<file path="src/rtl/sap1_controller.sv">
// SAP-1 control sequencer: one-hot T-state ring (T1..T6), opcode decode into
// the 12-bit control word, run/hold gating and a terminal HALT state.
// All state changes on the falling edge so the control word is settled for the
// whole low-to-high half and datapath registers capture on the rising edge.
module sap1_controller (
    input  logic        clk,
    input  logic        res,
    input  logic        run,
    input  logic [3:0]  opcode,
    output logic [5:0]  t,
    output logic [11:0] con,
    output logic        hlt
);

    localparam logic [3:0] OP_LDA = 4'b0000;
    localparam logic [3:0] OP_ADD = 4'b0001;
    localparam logic [3:0] OP_SUB = 4'b0010;
    localparam logic [3:0] OP_OUT = 4'b1110;
    localparam logic [3:0] OP_HLT = 4'b1111;

    localparam logic [0:0] ST_RUN  = 1'b0;
    localparam logic [0:0] ST_HALT = 1'b1;

    // One-hot T-states, t[5]=T1 .. t[0]=T6
    localparam logic [5:0] T1 = 6'b100000;
    localparam logic [5:0] T2 = 6'b010000;
    localparam logic [5:0] T3 = 6'b001000;
    localparam logic [5:0] T4 = 6'b000100;
    localparam logic [5:0] T5 = 6'b000010;
    localparam logic [5:0] T6 = 6'b000001;

    // Control word bit positions {cp,ep,lm,ce,li,ei,la,ea,su,eu,lb,lo}
    localparam int CP = 11;
    localparam int EP = 10;
    localparam int LM = 9;
    localparam int CE = 8;
    localparam int LI = 7;
    localparam int EI = 6;
    localparam int LA = 5;
    localparam int EA = 4;
    localparam int SU = 3;
    localparam int EU = 2;
    localparam int LB = 1;
    localparam int LO = 0;

    logic [0:0] state_reg;
    logic [0:0] state_next;
    logic [5:0] t_reg;
    logic [5:0] t_next;
    logic [5:0] t_shift;

    // Ring successor of the current T-state: shift right, T6 wraps to T1
    generate
        for (genvar gi = 0; gi < 6; gi++) begin : g_ring
            if (gi == 5) begin : g_wrap
                assign t_shift[gi] = t_reg[0];
            end else begin : g_shift
                assign t_shift[gi] = t_reg[gi+1];
            end
        end
    endgenerate

    // Next-state selection: reset beats everything, HALT is sticky, run=0 holds
    always_comb begin
        state_next = state_reg;
        t_next     = t_reg;
        if (res) begin
            state_next = ST_RUN;
            t_next     = T1;
        end else if (state_reg == ST_HALT) begin
            state_next = ST_HALT;
            t_next     = 6'b000000;
        end else if (run) begin
            if (t_reg == T4 && opcode == OP_HLT) begin
                state_next = ST_HALT;
                t_next     = 6'b000000;
            end else begin
                t_next = t_shift;
            end
        end
    end

    // State register, updated on the falling edge
    always_ff @(negedge clk) begin
        state_reg <= state_next;
        t_reg     <= t_next;
    end

    // Control word decode of (T-state, opcode), forced to zero on hold or halt
    always_comb begin
        con = 12'h000;
        if (run && state_reg == ST_RUN) begin
            case (t_reg)
                T1: begin
                    con[EP] = 1'b1;
                    con[LM] = 1'b1;
                end
                T2: con[CP] = 1'b1;
                T3: begin
                    con[CE] = 1'b1;
                    con[LI] = 1'b1;
                end
                T4: begin
                    case (opcode)
                        OP_LDA, OP_ADD, OP_SUB: begin
                            con[EI] = 1'b1;
                            con[LM] = 1'b1;
                        end
                        OP_OUT: begin
                            con[EA] = 1'b1;
                            con[LO] = 1'b1;
                        end
                        default: con = 12'h000;
                    endcase
                end
                T5: begin
                    case (opcode)
                        OP_LDA: begin
                            con[CE] = 1'b1;
                            con[LA] = 1'b1;
                        end
                        OP_ADD, OP_SUB: begin
                            con[CE] = 1'b1;
                            con[LB] = 1'b1;
                        end
                        default: con = 12'h000;
                    endcase
                end
                T6: begin
                    if (opcode == OP_ADD || opcode == OP_SUB) begin
                        con[EU] = 1'b1;
                        con[LA] = 1'b1;
                        con[SU] = (opcode == OP_SUB);
                    end
                end
                default: con = 12'h000;
            endcase
        end
    end

    assign t   = t_reg;
    assign hlt = (state_reg == ST_HALT);

endmodule

</file>
<file path="config.mk">
export PLATFORM = sky130hd
export DESIGN_NAME = sap1_controller
export DESIGN_NICKNAME = d
export VERILOG_FILES = /design/src/rtl/sap1_controller.sv
export SDC_FILE = /design/constraint.sdc
export NUM_CORES = 1
export LEC_CHECK = 0
export ABC_AREA = 0
export ABC_CLOCK_PERIOD_IN_PS = 2700
export CELL_PAD_IN_SITES_DETAIL_PLACEMENT = 0
export CELL_PAD_IN_SITES_GLOBAL_PLACEMENT = 1
export CORE_MARGIN = 3
export CORE_UTILIZATION = 29
export CTS_CLUSTER_DIAMETER = 80
export CTS_CLUSTER_SIZE = 28
export DETAILED_ROUTE_END_ITERATION = 12
export GPL_TIMING_DRIVEN = 0
export PLACE_DENSITY_LB_ADDON = 0.1
export SLEW_MARGIN = 40
export SYNTH_ARGS = -nofsm -noshare
export SYNTH_HDL_FRONTEND = slang
export SYNTH_SLANG_ARGS = --single-unit
</file>
<file path="constraint.sdc">
create_clock -name clk -period 2.7 [get_ports clk]
set_clock_uncertainty 0.2 [all_clocks]
set_input_delay 0.405 -clock clk [delete_from_list [all_inputs] [get_ports clk]]
set_output_delay 0.405 -clock clk [all_outputs]
set_load 0.02 [all_outputs]
</file>
==> results.sh <==
export IMPL_diodes=0
export IMPL_met3_usage=0.0701
export IMPL_grt_total_usage=0.178
export IMPL_hold_buffers=0
export IMPL_clockBufferDepth=2
export IMPL_min_delay_start="t[2]"
export IMPL_clkPwrFrac=0.405
export IMPL_whs_path_depth=2
export IMPL_cellPowerDensity_nw_per_um2=292
export IMPL_leakage_nw=0.523
export IMPL_postRouteAntennaNets=0
export IMPL_synth_distinct_cells=32
export IMPL_first_global_vias=666
export IMPL_slew_headroom=0.631
export IMPL_p_sw_frac=0.368
export IMPL_synth_top_flop_cell="dfxtp_1"
export IMPL_cts_sinks=7
export IMPL_final_util=0.734
export IMPL_violations="setup timing"
export IMPL_setup_violations=19
export IMPL_fin_ws_ps=-940
export IMPL_end_kind="output port"
export IMPL_drive_gt1_frac=0.607
export IMPL_syn_num_nets=68
export IMPL_p_comb_frac=0.269
export IMPL_synthArstFlopShare=0
export IMPL_drt_initial_drc_count=15
export IMPL_wl_mm=1.86
export IMPL_hold_viol=0
export IMPL_die_area_um2=2320
export IMPL_vias_per_cell=4.99
export IMPL_cts_tree="yes"
export IMPL_synth_edf_count=0
export IMPL_dp_hpwl_mm=1.07
export IMPL_fin_nets=120
export IMPL_worst_ir_drop_vdd_mv=0.353
export IMPL_fp_row_count=14
export IMPL_path_clk_slew_ps=30
export IMPL_met1_usage=0.229
export IMPL_initial_utilization=0.324
export IMPL_grtUsageMet2=0.263
export IMPL_synth_seq_cells=7
export IMPL_critPathRequiredTime_ps=2100
export IMPL_gr_max_usage_layer="met2"
export IMPL_worst_pin_slew_ps=549
export IMPL_antenna_found_initial=0
export IMPL_place_inst=108
export IMPL_outcome="finished, violations left"
export IMPL_numPortBuffers=23
export IMPL_p_sw_mw=0.126
export IMPL_synth_area_top_cells="dfxtp_1, mux2i_1, nor3_1"
export IMPL_worst_hold_path_type="flop to flop"
export IMPL_synth_avg_cell_area_um2=8.47
export IMPL_reg2reg_depth=6
export IMPL_dr_pass1_iters=4
export IMPL_die_h_um=48.2
export IMPL_r2r_setup_slack_ps=1100
export IMPL_clockRootBuffer="clkbuf_4"
export IMPL_critPathMaxFanout=6
export IMPL_ys_warn_count=0
export IMPL_r2r_end="t[1]"
export IMPL_maxCapViolations=0
export IMPL_yosys_top_cells_count="dfxtp_1, nor3_1, mux2i_1"
export IMPL_path_class="flop to output port"
export IMPL_grt_pass1_wl_mm=2.90
export IMPL_grt_overflow=0
export IMPL_cts_buffers=3
export IMPL_synthToLayoutAreaGrowth_pct=126
export IMPL_finalMaxSlewViolations=0
export IMPL_routedWlPerCell_um=13.7
export IMPL_largest_register_ffs=6
export IMPL_clk_latency_ps=330
export IMPL_power_mw=0.342
export IMPL_r2r_start="t[1]"
export IMPL_synth_top_cell_by_area="dfxtp_1"
export IMPL_syn_inst=61
export IMPL_grt_max_degree=10
export IMPL_yosysTopAreaCellShare=0.271
export IMPL_syn_area_um2=517
export IMPL_vias=678
export IMPL_die_width_um=48.2
export IMPL_route_detailed_drc=0
export IMPL_routabilityCongestion=0.673
export IMPL_ys_seq_area_frac=0.271
export IMPL_setup_worst_path_start_class="flop"
export IMPL_rsz0062_at_grt="yes"
export IMPL_power_internal_mw=0.216
export IMPL_min_to="t[2]"
export IMPL_crit_arrival_ps=3030
export IMPL_cts_max_level=1
export IMPL_ios=26
export IMPL_stdcell_count=136
export IMPL_seq_power_share=0.326
export IMPL_core_area_um2=1590
==> critical path, cell delays in order, from the launching register on <==
cell	delay (ps)
dfxtp_4	330
buf_8	130
nor4b_4	230
nand4_1	140
buf_6	160
nor4b_4	200
buf_4	180
==> power groups by stage <==
stage | registers [mW] | clock network [mW] | logic [mW]
2_1_floorplan | 0.118 | 0.0183 | 0.0412
3_3_place_gp | 0.115 | 0.0183 | 0.0713
3_5_place_dp | 0.115 | 0.0183 | 0.0720
4_1_cts | 0.112 | 0.138 | 0.0844
5_1_grt | 0.112 | 0.157 | 0.0979
6_report | 0.112 | 0.138 | 0.0919
==> cell families (layout without fill, tap and decap cells) <==
group,count (synthesis),after routing,share of synthesized area
XOR/XNOR,1,1,0.0170
multiplexers,6,6,0.116
AO/OA/AOI/OAI,7,7,0.0944
flip-flops,7,7,0.271
AND/OR/NAND/NOR,32,32,0.419
buffers and inverters,8,59,0.0823
==> cell type report <==
type                            count  area [µm²]
Clock inverter                      8        30.0
Fill cell                         120         424
Tap cell                           24        30.0
Clock buffer                        3        22.5
Buffer                              4        42.5
Timing Repair Buffer               41         383
Inverter                            3        11.3
Multi-Input combinational cell     46         487
Sequential cell                     7         164
==> metrics by stage <==
stage               hold WS [ps]  setup slack, ps  setup TNS [ps]  cell area [µm²]
floorplan                    375             -674           -5930              644
global placement             357            -1240          -15330              905
finish                       398             -940          -10470             1170
CTS                          386             -927          -10450             1130
detailed placement           363            -1250          -15420              905
global route                 428            -1030          -11690             1170
==> worst max path at each step <==
stage | startpoint | slack [ps] | end
5_1_grt | t[1] | -1030 | con[0]
3_3_place_gp | t[1] | -1240 | con[0]
2_1_floorplan | t[1] | -670 | con[0]
3_5_place_dp | t[1] | -1250 | con[0]
4_1_cts | t[1] | -930 | con[0]
6_report | t[1] | -940 | con[0]
==> cells in the final DEF, fill, tap and decap left out, types with 2 or more instances in the layout <==
| cell | count |
|---|---|
| buf_4 | 20 |
| buf_6 | 18 |
| inv_1 | 11 |
| mux2i_1 | 6 |
| dfxtp_4 | 6 |
| nor3_1 | 5 |
| nor4b_4 | 4 |
| nor2_4 | 3 |
| clkbuf_4 | 3 |
| buf_8 | 2 |
| nand4_1 | 2 |
| nor2_1 | 2 |
| nor3_4 | 2 |
| clkdlybuf4s50_1 | 2 |
| dlygate4sd2_1 | 2 |
==> layer usage <==
metal  vias up  share of wire
li1        332              -
met1       320           0.43
met2        21           0.51
met3         5          0.045
met4         0          0.015
met5         -              0
==> what timing repair did <==
item                       CTS  global route
gates resized for setup    121            15
setup endpoints to repair   21            19
pin swaps                    5             8
setup buffers               14             6
Note: power is estimated with default switching activity, not from simulation.
